===== src/rtl/pipelined_adder.sv =====
// pipelined_adder: LATENCY-deep add/subtract pipeline with global stall,
// pass-through tag and a wrapping consumed-result counter.
module pipelined_adder #(
  parameter int WIDTH   = 32,
  parameter int LATENCY = 2,
  parameter int TAG_W   = 4,
  parameter int COUNT_W = 16
) (
  input  logic               clk,
  input  logic               rst,
  input  logic               in_valid,
  output logic               in_ready,
  input  logic [WIDTH-1:0]   a,
  input  logic [WIDTH-1:0]   b,
  input  logic               op,
  input  logic [TAG_W-1:0]   in_tag,
  output logic               out_valid,
  input  logic               out_ready,
  output logic [WIDTH:0]     sum,
  output logic [TAG_W-1:0]   out_tag,
  output logic [COUNT_W-1:0] out_count
);

  typedef struct packed {
    logic             vld;
    logic [WIDTH:0]   sum;
    logic [TAG_W-1:0] tag;
  } stage_t;

  stage_t             stg_q [LATENCY];
  stage_t             stg_d [LATENCY];
  logic [COUNT_W-1:0] cnt_q;
  logic [COUNT_W-1:0] cnt_d;
  logic [WIDTH:0]     res;
  logic               advance;
  logic               consume;

  assign advance  = !stg_q[LATENCY-1].vld || out_ready;
  assign in_ready = advance;
  assign consume  = stg_q[LATENCY-1].vld && out_ready;

  assign res = op ? ({1'b0, a} - {1'b0, b})
                  : ({1'b0, a} + {1'b0, b});

  // Global stall: either every stage shifts or every stage holds.
  always_comb begin
    stg_d = stg_q;
    if (advance) begin
      stg_d[0].vld = in_valid;
      stg_d[0].sum = res;
      stg_d[0].tag = in_tag;
      for (int i = 1; i < LATENCY; i++) begin
        stg_d[i] = stg_q[i-1];
      end
    end
  end

  always_comb begin
    cnt_d = cnt_q;
    if (consume) begin
      cnt_d = cnt_q + COUNT_W'(1);
    end
  end

  always_ff @(posedge clk or negedge rst) begin
    if (!rst) begin
      for (int i = 0; i < LATENCY; i++) begin
        stg_q[i] <= '0;
      end
      cnt_q <= '0;
    end else begin
      stg_q <= stg_d;
      cnt_q <= cnt_d;
    end
  end

  assign out_valid = stg_q[LATENCY-1].vld;
  assign sum       = stg_q[LATENCY-1].sum;
  assign out_tag   = stg_q[LATENCY-1].tag;
  assign out_count = cnt_q;

endmodule

===== config.mk =====
export PLATFORM = sky130hd
export DESIGN_NAME = pipelined_adder
export DESIGN_NICKNAME = d
export VERILOG_FILES = /design/src/rtl/pipelined_adder.sv
export SDC_FILE = /design/constraint.sdc
export NUM_CORES = 1
export LEC_CHECK = 0
export CAP_MARGIN = 15
export CORE_ASPECT_RATIO = 0.7
export CORE_MARGIN = 2
export CORE_UTILIZATION = 52
export DETAILED_ROUTE_END_ITERATION = 8
export PLACE_DENSITY = 0.79
export SYNTH_ARGS = -nofsm -noshare
export SYNTH_HDL_FRONTEND = slang
export SYNTH_SLANG_ARGS = --single-unit

===== constraint.sdc =====
create_clock -name clk -period 3.8 [get_ports clk]
set_clock_uncertainty 0.2 [all_clocks]
set_input_delay 0.76 -clock clk [delete_from_list [all_inputs] [get_ports clk]]
set_output_delay 0.76 -clock clk [all_outputs]
set_load 0.02 [all_outputs]

; ---- Yosys cells after proc, flatten, opt, wreduce, memory -nomap -nowiden
; Cells that the tools add are included.
[classes]
add_sub_neg = 3
shift = 0
eq_ne = 0
magnitude_cmp = 0
muxes = 1
bitwise_logic = 0
n_reduce_logical = 3
n_mul = 0
div = 0
[ops]
columns = cell, n
row1 = adder 32 x 32 -> 33 bit, 1
row2 = two-way mux 33 bit, 1
row3 = subtractor 32 x 32 -> 33 bit, 1
row4 = adder 16 x 1 -> 16 bit (second input constant), 1
row5 = logical AND 1 bit, 1
row6 = logical NOT 1 bit, 1
row7 = logical OR 1 bit, 1
[totals]
latch_bits = 0
regBits = 92
rom_bits = 0
word_cells = 14
mem_bits_rw = 0
memories = 0
output_inout_bits = 55

; ---- Logic depth before layout (Yosys ltp)
; Gate-level depths: netlist of the first run.
[depth]
word_depth = 2
ltp_mapped = 17
mapped_depth_nobuf = 16

; ---- Worst setup path after synthesis of the first run
; No wires, ideal clock.
[synth_timing]
path_kind = input to register
from = in b[2]
to = reg stg_q[73] in the netlist's numbering
path_buffers = 1
setup_time_ns = 0.077
t_arrival_ns = 3.581
path_stages = 16
slack_ns = -0.058
path_cell_list = or4_4 -> nor3_4 -> and3_1 -> and2_2 -> a21oi_1 -> xnor2_1 -> ha_1 -> clkbuf_1 -> nand2_1 -> o21ai_0 -> o21ai_0 -> o211ai_1 -> o21a_1 -> a31oi_1 -> xor2_1 -> a21oi_1
[synth_via]
elab_chain_len = 2
[synth_lines]
columns = element, line_no
row1 = "start, declared", 14  ; input logic [WIDTH-1:0] b,
row2 = adder 32 x 32 -> 33 bit / subtractor 32 x 32 -> 33 bit (equally long branches), "43, 42"
row3 = two-way mux 33 bit *, 42  ; assign res = op ? ({1'b0, a} - {1'b0, b})
row4 = "end signal, assigned", 72  ; stg_q <= stg_d;
row5 = "end, declared", 30  ; stage_t stg_q [LATENCY];
; Every way passes the cells marked *; elsewhere a longest branch is shown, timed or not.
; A chain may end at the register's enable or synchronous reset.

; ---- Worst setup path in the final report of the first run
[layout_timing]
from = in b[4]
to = reg stg_q[69] in the netlist's numbering
; The elaborated chain is that of the path after synthesis.

==> results of run 1 <==
cells in the mapped netlist, types with 2 or more instances:
| library cell | instances | area [µm²] |
|---|---|---|
| o21ai_1 | 4 | 20.0 |
| nor2b_1 | 4 | 25.0 |
| a21oi_1 | 70 | 350 |
| nor3_2 | 3 | 30.0 |
| o21bai_1 | 2 | 15.0 |
| nor4_1 | 3 | 18.8 |
| or4_4 | 3 | 33.8 |
| and2_1 | 3 | 18.8 |
| a211oi_1 | 4 | 30.0 |
| nand2_1 | 171 | 642 |
| xor2_1 | 22 | 193 |
| inv_1 | 16 | 60.1 |
| ha_1 | 34 | 425 |
| a31o_2 | 2 | 17.5 |
| o21ai_0 | 21 | 105 |
| mux2_2 | 2 | 22.5 |
| nor3_1 | 10 | 50.1 |
| clkbuf_1 | 24 | 90.1 |
| a31o_4 | 2 | 35.0 |
| a211o_1 | 2 | 17.5 |
| buf_1 | 4 | 15.0 |
| o21a_1 | 6 | 45.0 |
| nor2_1 | 51 | 191 |
| a21oi_2 | 2 | 17.5 |
| buf_4 | 37 | 278 |
| buf_2 | 5 | 25.0 |
| o21ai_2 | 2 | 17.5 |
| o2111ai_1 | 2 | 17.5 |
| o31ai_1 | 2 | 15.0 |
| nor3b_1 | 2 | 15.0 |
| nand4_1 | 11 | 68.8 |
| a31oi_1 | 9 | 56.3 |
| and4_1 | 2 | 17.5 |
| nand3_1 | 8 | 40.0 |
| xnor2_1 | 51 | 447 |
| a21o_1 | 14 | 105 |
| o211ai_1 | 3 | 22.5 |
| nand2b_1 | 5 | 31.3 |
| and2_2 | 2 | 15.0 |
| a41oi_1 | 2 | 17.5 |
| and3_1 | 10 | 62.6 |
| dfrtp_1 | 92 | 2300 |
state kept, by name (all words and copies together) (netlist names):
| signal | cells |
|---|---|
| out_count | 16 |
| out_tag | 4 |
| out_valid | 1 |
| stg_q | 38 |
| sum | 33 |
through the flow:
step / cell area (µm²) / utilization, % / setup TNS [ns] / hold WS (ns)
CTS: 8800 / 74.8 / -0.0478 / 0.268
floorplan: 6310 / - / 0 / 0.230
global placement: 8280 / 70.3 / -11.37 / 0.245
global route: 9010 / 76.5 / -1.37 / 0.120
finish: 9010 / 76.5 / -0.321 / 0.109
detailed placement: 8280 / 70.3 / -13.47 / 0.255
what timing repair did:
action	in CTS	in global routing
gates resized for setup	75	36
buffers inserted	19	7
setup endpoints to repair	19	18
pin swaps	47	37
gates cloned	0	0
logic make-up (layout without fill, tap and decap cells):
family,Yosys count,count (layout)
buf+inv,86,304
compound gates,154,154
simple gates,300,300
fa+ha+maj,35,35
xor+xnor,73,73
mux,3,3
flops,92,92
routing by layer:
layer	vias to the layer above	GRT usage [%]	wire, µm
met5	-	0	0
met4	0	6.08	199
met3	21	2.11	846
met2	202	44.6	7840
met1	2844	40.0	8580
li1	2928	-	-
worst register-to-register path, stage by stage (launching register included):
cell and delay, ns:
dfrtp_1 0.40, nor2b_4 0.14, inv_2 0.05, buf_4 0.60, nand4_1 0.18, o31ai_1 0.14
a21oi_1 0.09, nand3_2 0.10
path summary, 6_finish.rpt:
check	from	endpoint	slack [ns]
setup / recovery	b[4]	stg_q[69]	-0.09
hold / removal	rst	out_tag[1]	0.11
setup reg to reg	out_valid	stg_q[74]	1.82
hold reg to reg	sum[31]	sum[31]	0.26
max in group asynchronous	rst	stg_q[65]	2.66
min in group clk	sum[31]	sum[31]	0.26
layout make-up:
class                   count  area, µm²  share of cell area, %
multi-input cells         565       3780                   42.0
repair buffers            272       2360                   26.2
flip-flops and latches     92       2300                   25.6
clock buffers              10        229                   2.54
well taps                 157        196                   2.18
clock inverters             6       70.1                  0.778
inverters                  16       60.1                  0.667
power by group:
part	internal, mW	total (mW)	switching (mW)
sequential	1.27	1.45	0.188
clock	0.516	0.888	0.373
combinational	0.929	1.90	0.970
total	2.71	4.24	1.53
==> impl_results.md, run 1 <==
* Worst R2R Path Depth at 7
* Vias in the first global route at 5822
* Cts bufs inserted at 9
* Final hold violation count at 0
* ANT nets after route at 0
* Routed WL at ~17000 µm
* Fmax at 257 MHz
* Count of cell types in the netlist at 61
* Antenna diodes at 0
* EDFF count, synth at 0
* Critical path depth at 16
* Crit path required time at 3.78 ns
* Clk slew on worst S/H paths at 0.07 ns
* Worst-skew pair later-pin latency at 0.33 ns
* Startpoint type of the worst setup path: input pin
* Non-Filler Instances at 1118
* Most common cell after layout, fill and taps aside: nand2_1
* Area Growth Syn to Fin at 43.3%
* Slowest CP cell: or3_4
* Vias at 5995
* Num ports at 128
* Crit-path most repeated cell: o211ai_1
* Syn nets at 851
* Drt pass-1 iters at 4
* Cts hold-fix bufs at 0
* Place WS at -1.03 ns
* Gp weighted congestion at 0.913
* Final Setup Violations at 6
* Die Height at approximately 96 µm
* IO buf count at 127
* DR WL/cell at 15.6 µm
* HPWL after DPL at 13000 µm
* RSZ-0062 raised after global routing: yes
* Nets at 1064
* Crit Path Max Fanout at 4
* WP buf/inv at 3
* Cell count after synthesis at 743
* FP Rows at 33
* Top FF cell, synth: dfrtp_1
* Crit-path cells: clkdlybuf4s15_1, or3_4, nor3b_4, buf_4, buf_6, a31oi_2, xnor2_1, ha_1, a21oi_2, o211ai_1, o211ai_1, o311a_1, nand2_2, a221oi_2, xor2_1, a21oi_1
* Adder-Cell Fraction of Synth Area at around 7.1%
* Largest family of logic cells by synthesized area: simple AND/OR/NAND/NOR gates
* Clock sink count at a little over 90
* Async set-or-reset flop fraction in the synthesized netlist at 100%
* Core area at roughly 0.012 mm²
* Crit path kind: input pin to flip-flop
* First-pass GRT wire length at 28200 µm
* Least-Margin Pin Slew at 0.797 ns
* Peak VDD IR at 0.349 mV
* Power per Cell Area at roughly 470 mW/mm²
* Simple-Gate Fraction of Synth Area at 22.6%
* Initial antenna violation count at 0
* TritonCTS clock tree: done
* Largest net degree at the start of global routing at 93
* Synth Area in XOR/XNOR at 10.2%
* Fin crit share at 102%
* Die ar. at 0.0130 mm²
* Cell family with most CP delay: compound AO/OA/AOI/OAI gates
* Max Root-Sink Buffers at 2
* Hold crit path type: input pin to asynchronous set/reset pin
* Maxcap violations at 0
* DR iter-0 viols at between 300 and 400
* Status: finished with violations
* CP arrival at 3.88 ns
* Vias/cell at 5.36
* Largest stage delay on the critical path at 0.41 ns
* Syn Area/Cell at about 8.5 µm²
* P_leak at roughly 4.2 nW
* Pwr Total at 4.24 mW
* Tot GR Track Use at 27.3%
* Placed cells at 1077
* CTS H-tree depth at 3
* Layout cells sized above 1 at 25.9%
* Sequential-to-total area share from yosys stat at 36.6%
* DRC at 0
* Cell area after synthesis at 0.00628 mm²
* Most frequent cells in the layout: nand2_1 (168), buf_4 (139), clkdlybuf4s50_1 (111)
* Mux cell area share after synthesis at 0.518%
* Max-slew headroom at 46.9%
* Root Buffer: clkbuf_16
* Filler cells at 815
* Final Slew Violations at 0
* Crit end category: flip-flop
* Setup ws final at -0.0949 ns
* Total gr overflow at 0
* Yosys reg bits at 92
* Failing checks: negative setup slack
* Synth warn at 0
* Synth Area in Compound Gates at 15.6%
* Chip width at 135 µm
* Fin crit period at 3.89 ns
* Initial core utilization at 53.4%
(Power assumes the default switching activity.)
==> run 2: changes to the inputs <==
- CORE_UTILIZATION: 52 -> 48
- PLACE_DENSITY: 0.79 -> 0.84
- SLEW_MARGIN: unset -> 20
==> run 2 against run 1 <==
The flow still finishes with violations (negative setup slack). Count of clock-buffer cells in the layout stayed put. Via count shrank 1.4%. Setup slack lost 0.019 ns. Wire length fell by 0.46%. Critical path depth is 1 lower. Utilization decreased by 5.1 points. Fmax fell by 0.50%. Largest power group unchanged. Highest routed layer unchanged.
==> impl_results.md, run 2 (synthesized netlist as in run 1, its figures left out) <==
* Vias/cell at 5.26 (was 5.36)
* Pwr Total at 4.17 mW (was 4.24 mW)
* Max-slew headroom at 44.7% (was 46.9%)
* Cts bufs inserted at 9 (unchanged)
* CP arrival at 3.90 ns (was 3.88 ns)
* Area Growth Syn to Fin at 43.1% (was 43.3%)
* Maxcap violations at 0 (unchanged)
* Crit path required time at 3.78 ns (about the same)
* IO buf count at 127 (unchanged)
* DR iter-0 viols at 416 (was 366)
* CTS H-tree depth at 3 (unchanged)
* Num ports at 128 (unchanged)
* Most frequent cells in the layout: nand2_1 (170), buf_4 (143), clkdlybuf4s50_1 (110) (was nand2_1 (168), buf_4 (139), clkdlybuf4s50_1 (111))
* Setup ws final at -0.114 ns (was -0.0949 ns)
* Initial core utilization at 49.9% (was 53.4%)
* P_leak at 4.21 nW (about the same)
* Status: finished with violations (unchanged)
* Place WS at -0.892 ns (was -1.03 ns)
* Final hold violation count at 0 (unchanged)
* Crit end category: flip-flop (unchanged)
* Gp weighted congestion at 0.959 (was 0.913)
* Root Buffer: clkbuf_16 (unchanged)
* Clk slew on worst S/H paths at 0.06 ns (was 0.07 ns)
* Setup TNS at -0.178 ns (was -0.321 ns)
* Final Slew Violations at 0 (unchanged)
* Die ar. at 0.0140 mm² (was 0.0130 mm²)
* Clock sink count at 92 (unchanged)
* Fmax at 255 MHz (was 257 MHz)
* Crit path kind: input pin to flip-flop (unchanged)
* Antenna diodes at 0 (unchanged)
* HPWL after DPL at 12800 µm (was 13000 µm)
* ANT nets after route at 0 (unchanged)
* Routed WL at 17400 µm (was 17500 µm)
* RSZ-0062 raised after global routing: yes (unchanged)
* Largest net degree at the start of global routing at 86 (was 93)
* Initial antenna violation count at 0 (unchanged)
* Most common cell after layout, fill and taps aside: nand2_1 (unchanged)
* Crit Path Max Fanout at 6 (was 4)
* Vias in the first global route at 5538 (was 5822)
* Setup slack, reg-to-reg at 1.78 ns (was 1.82 ns)
* Layout cells sized above 1 at 26.1% (was 25.9%)
* Final Setup Violations at 4 (was 6)
* Crit-path cells: buf_6, or4_4, nor3_4, and3_4, buf_6, nor2_2, xnor2_1, ha_1, o21a_1, o211ai_1, o311a_1, nand2_2, a221oi_2, xor2_1, a21oi_1 (was clkdlybuf4s15_1, or3_4, nor3b_4, buf_4, buf_6, a31oi_2, xnor2_1, ha_1, a21oi_2, o211ai_1, o211ai_1, o311a_1, nand2_2, a221oi_2, xor2_1, a21oi_1)
* Least-Margin Pin Slew at 0.829 ns (was 0.797 ns)
* Failing checks: negative setup slack (unchanged)
* Fin crit share at 103% (was 102%)
* Vias at 5910 (was 5995)
* Tot GR Track Use at 24.1% (was 27.3%)
* Nets at 1065 (was 1064)
* Die Height at 99.7 µm (was 96.0 µm)
* Crit-path most repeated cell: buf_6 (was o211ai_1)
* First-pass GRT wire length at 27500 µm (was 28200 µm)
* Largest stage delay on the critical path at 0.56 ns (was 0.41 ns)
* Most flops, register: stg_q (unchanged)
* Fin crit period at 3.91 ns (was 3.89 ns)
* Worst-skew pair later-pin latency at 0.33 ns (about the same)
* Core area at 0.0126 mm² (was 0.0118 mm²)
* Cts hold-fix bufs at 0 (unchanged)
* Drt pass-1 iters at 5 (was 4)
* Max reg flops at 38 (unchanged)
* Startpoint type of the worst setup path: input pin (unchanged)
* Slowest CP cell: or4_4 (was or3_4)
* Peak VDD IR at 0.253 mV (was 0.349 mV)
* Max Root-Sink Buffers at 2 (unchanged)
* Chip width at 141 µm (was 135 µm)
* DR WL/cell at 15.5 µm (was 15.6 µm)
* Total gr overflow at 0 (unchanged)
* TritonCTS clock tree: done (unchanged)
* Power per Cell Area at 463 mW/mm² (was 471 mW/mm²)
* DRC at 0 (unchanged)
* Hold crit path type: input pin to asynchronous set/reset pin (unchanged)
* FP Rows at 34 (was 33)
-- run 2: cell count changes in the layout (fill, tap and decap cells not counted), moves of 2 or more --
| cell | change |
|---|---|
| a21oi_1 | +2 |
| a21oi_2 | -3 |
| buf_2 | -3 |
| buf_4 | +4 |
| clkbuf_2 | +2 |
| inv_4 | +2 |
| nand2_1 | +2 |
| nor2_2 | -2 |
| o21ai_1 | +2 |
| xnor2_1 | -2 |
| xnor2_2 | +2 |
-- run 2: what timing repair did --
item                                    4_1_cts  5_1_grt
setup buffers                                14        7
pin swaps                                    42       45
cloned                                        0        0
endpoints found under the setup margin       19       18
resized for setup                            65       54
-- run 2: through the flow --
stage | cells | util, % | area, µm² | hold slack (ns)
2_1_floorplan | 743 | - | 6310 | 0.230
3_3_place_gp | 1088 | 66.1 | 8330 | 0.247
3_5_place_dp | 1088 | 66.1 | 8330 | 0.256
5_1_grt | 1124 | 71.4 | 8990 | 0.264
4_1_cts | 1117 | 69.5 | 8750 | 0.236
6_report | 1124 | 71.4 | 8990 | 0.219
-- run 2: path summary, 6_finish.rpt --
check                      startpoint    endpoint  cells after the start
hold reg to reg               sum[16]     sum[16]                      2
setup reg to reg            out_valid   stg_q[58]                      4
hold / removal                    rst  out_tag[2]                      1
min in group clk              sum[16]     sum[16]                      2
max in group asynchronous         rst     sum[17]                      2
setup / recovery                 b[3]   stg_q[69]                     15
-- run 2: power breakdown --
part / leakage, nW / switching (mW) / internal [mW]
Combinational: 2.96 / 0.967 / 0.924
Sequential: 1.11 / 0.181 / 1.27
Clock: 0.133 / 0.380 / 0.449
Total: 4.21 / 1.53 / 2.64
-- run 2: layout make-up --
class / instances / area, µm²
well taps: 162 / 203
fillers: 933 / 3600
flip-flops and latches: 92 / 2300
inverters: 16 / 65.1
repair buffers: 273 / 2350
multi-input cells: 565 / 3790
clock inverters: 6 / 47.5
clock buffers: 10 / 229
-- run 2: per-layer routing --
metal	wire length, µm	global-route usage, %
met1	8680	36.9
met2	7530	36.7
met3	937	2.31
met4	242	6.08
met5	0	0
-- run 2: worst max-delay path, delay by kind of cell --
family	cells	cell delay [ns]
and+or+nand+nor	5	1.11
xor gates and xnor gates	2	0.41
adders and majority gates	1	0.35
buffers and inverters	2	0.20
AOI/OAI and AO/OA	5	1.06
==> run 3: changes to the inputs <==
- MAX_ROUTING_LAYER: unset -> met4
==> run 3 against run 2 <==
Cell count is 0.44% higher. Fmax hardly changed. Worst hold slack worse by 0.044 ns. Critical endpoint is now stg_q[67]. The run still ends with negative setup slack left. Clock power is 8.3% higher. First-iteration DRC count is 22% higher. Flip-flop and latch count stayed put. Via count is 2.6% higher. Total power is 3.7% higher. Count of clock-buffer cells in the layout is 1 higher.
==> impl_results.md, run 3 (synthesized netlist as in run 1, its figures left out) <==
* Final Slew Violations at 0 (unchanged)
* Vias/cell at 5.37 (was 5.26)
* Fin crit share at 103% (about the same)
* Core area at 0.0126 mm² (unchanged)
* Total gr overflow at 0 (unchanged)
* Initial core utilization at 49.9% (unchanged)
* Root Buffer: clkbuf_16 (unchanged)
* Routed WL at 18200 µm (was 17400 µm)
* Crit path kind: input pin to flip-flop (unchanged)
* Fin crit period at 3.91 ns (about the same)
* FP Rows at 34 (unchanged)
* Fmax at 256 MHz (was 255 MHz)
* Initial antenna violation count at 0 (unchanged)
* Chip width at 141 µm (unchanged)
* Peak VDD IR at 0.275 mV (was 0.253 mV)
* Nets at 1070 (was 1065)
* Place WS at -0.810 ns (was -0.892 ns)
* Die Height at 99.7 µm (unchanged)
* CP arrival at 3.90 ns (about the same)
* Clk slew on worst S/H paths at 0.06 ns (about the same)
* Max reg flops at 38 (unchanged)
* Largest stage delay on the critical path at 0.45 ns (was 0.56 ns)
* Gp weighted congestion at 0.933 (was 0.959)
* HPWL after DPL at 12500 µm (was 12800 µm)
* Die ar. at 0.0140 mm² (unchanged)
* Drt pass-1 iters at 5 (unchanged)
* Most common cell after layout, fill and taps aside: nand2_1 (unchanged)
* Crit end category: flip-flop (unchanged)
* Tot GR Track Use at 24.3% (was 24.1%)
* Crit-path cells: clkbuf_2, or3_4, nor3b_4, and3_4, a21oi_2, xnor2_1, ha_2, buf_6, and4_4, nand4_1, o311a_1, a21oi_2, a21oi_2, xor2_1, o21ai_1 (was buf_6, or4_4, nor3_4, and3_4, buf_6, nor2_2, xnor2_1, ha_1, o21a_1, o211ai_1, o311a_1, nand2_2, a221oi_2, xor2_1, a21oi_1)
* TritonCTS clock tree: done (unchanged)
* Crit path required time at 3.79 ns (was 3.78 ns)
* Crit Path Max Fanout at 5 (was 6)
* Min Hold Slack at 0.175 ns (was 0.219 ns)
* Cell family with most CP delay: simple AND/OR/NAND/NOR gates (unchanged)
* Startpoint type of the worst setup path: input pin (unchanged)
* Clock sink count at 92 (unchanged)
* Power per Cell Area at 462 mW/mm² (was 463 mW/mm²)
* Final hold violation count at 0 (unchanged)
* Slowest CP cell: o311a_1 (was or4_4)
* RSZ-0062 raised after global routing: yes (unchanged)
* DR WL/cell at 16.1 µm (was 15.5 µm)
* Most frequent cells in the layout: nand2_1 (167), buf_4 (143), clkdlybuf4s50_1 (109) (was nand2_1 (170), buf_4 (143), clkdlybuf4s50_1 (110))
* Least-Margin Pin Slew at 0.820 ns (was 0.829 ns)
* Maxcap violations at 0 (unchanged)
* Area Growth Syn to Fin at 48.8% (was 43.1%)
* Largest net degree at the start of global routing at 86 (unchanged)
* CTS H-tree depth at 3 (unchanged)
* DR iter-0 viols at 506 (was 416)
* Worst-skew pair later-pin latency at 0.33 ns (about the same)
* DRC at 0 (unchanged)
* IO buf count at 127 (unchanged)
* WP buf/inv at 2 (unchanged)
* First-pass GRT wire length at 26900 µm (was 27500 µm)
* Cts bufs inserted at 9 (unchanged)
* Failing checks: negative setup slack (unchanged)
* ANT nets after route at 0 (unchanged)
* Vias at 6061 (was 5910)
* Crit-path most repeated cell: a21oi_2 (was buf_6)
* Layout cells sized above 1 at 30.1% (was 26.1%)
* Status: finished with violations (unchanged)
* Final Setup Violations at 10 (was 4)
* Num ports at 128 (unchanged)
* Hold crit path type: input pin to asynchronous set/reset pin (unchanged)
* Most flops, register: stg_q (unchanged)
* Antenna diodes at 0 (unchanged)
* Max-slew headroom at 45.3% (was 44.7%)
* Vias in the first global route at 5546 (was 5538)
* P_leak at 4.31 nW (was 4.21 nW)
* Max Root-Sink Buffers at 2 (unchanged)
* Setup ws final at -0.112 ns (was -0.114 ns)
## run 3: stage by stage
step / cell area [µm²] / std cells / utilization [%] / TNS (ns) / total power [mW]
floorplan: 6310 / 743 / - / 0 / 2.56
global placement: 8310 / 1085 / 66.0 / -11.87 / 3.18
detailed placement: 8310 / 1085 / 66.0 / -13.69 / 3.24
CTS: 8780 / 1117 / 69.7 / -0.0204 / 4.16
global route: 9350 / 1129 / 74.3 / -2.16 / 4.57
finish: 9350 / 1129 / 74.3 / -0.641 / 4.32
## run 3: final timing paths
path / from / end / slack (ns) / cells after the start
worst max-delay path: b[6] / stg_q[67] / -0.11 / 15
worst min-delay path: rst / out_tag[0] / 0.18 / 1
worst max register to register: out_valid / stg_q[65] / 1.82 / 6
worst min register to register: out_tag[1] / out_tag[1] / 0.26 / 2
max in group asynchronous: rst / stg_q[67] / 2.46 / 2
min in group clk: out_tag[1] / out_tag[1] / 0.26 / 2
## run 3: per-layer routing
layer  up-vias  routed length (µm)  global-route usage [%]
met5         -                   0                       -
met2       278                8210                    36.4
met3        36                1170                    2.94
li1       2941                   -                       -
met1      2806                8510                    35.6
met4         0                 320                    5.54
## run 3: final cells by class
type	instances	area, µm²
well taps	162	203
clock inverters	5	60.1
flip-flops and latches	92	2300
clock buffers	11	243
repair buffers	278	2410
inverters	16	62.6
fillers	879	3240
multi-input cells	565	4070
## run 3: repair_timing
action / CTS / global route
setup buffers: 17 / 12
pin swaps: 38 / 90
endpoints found under the setup margin: 21 / 17
endpoints found under the hold margin: 0 / 0
resized for setup: 60 / 113
hold buffers: 0 / 0
## run 3: report_power, final
part,internal (mW),switching [mW],leakage (nW)
Combinational,0.970,1.01,3.05
Sequential,1.27,0.177,1.11
Clock,0.530,0.367,0.146
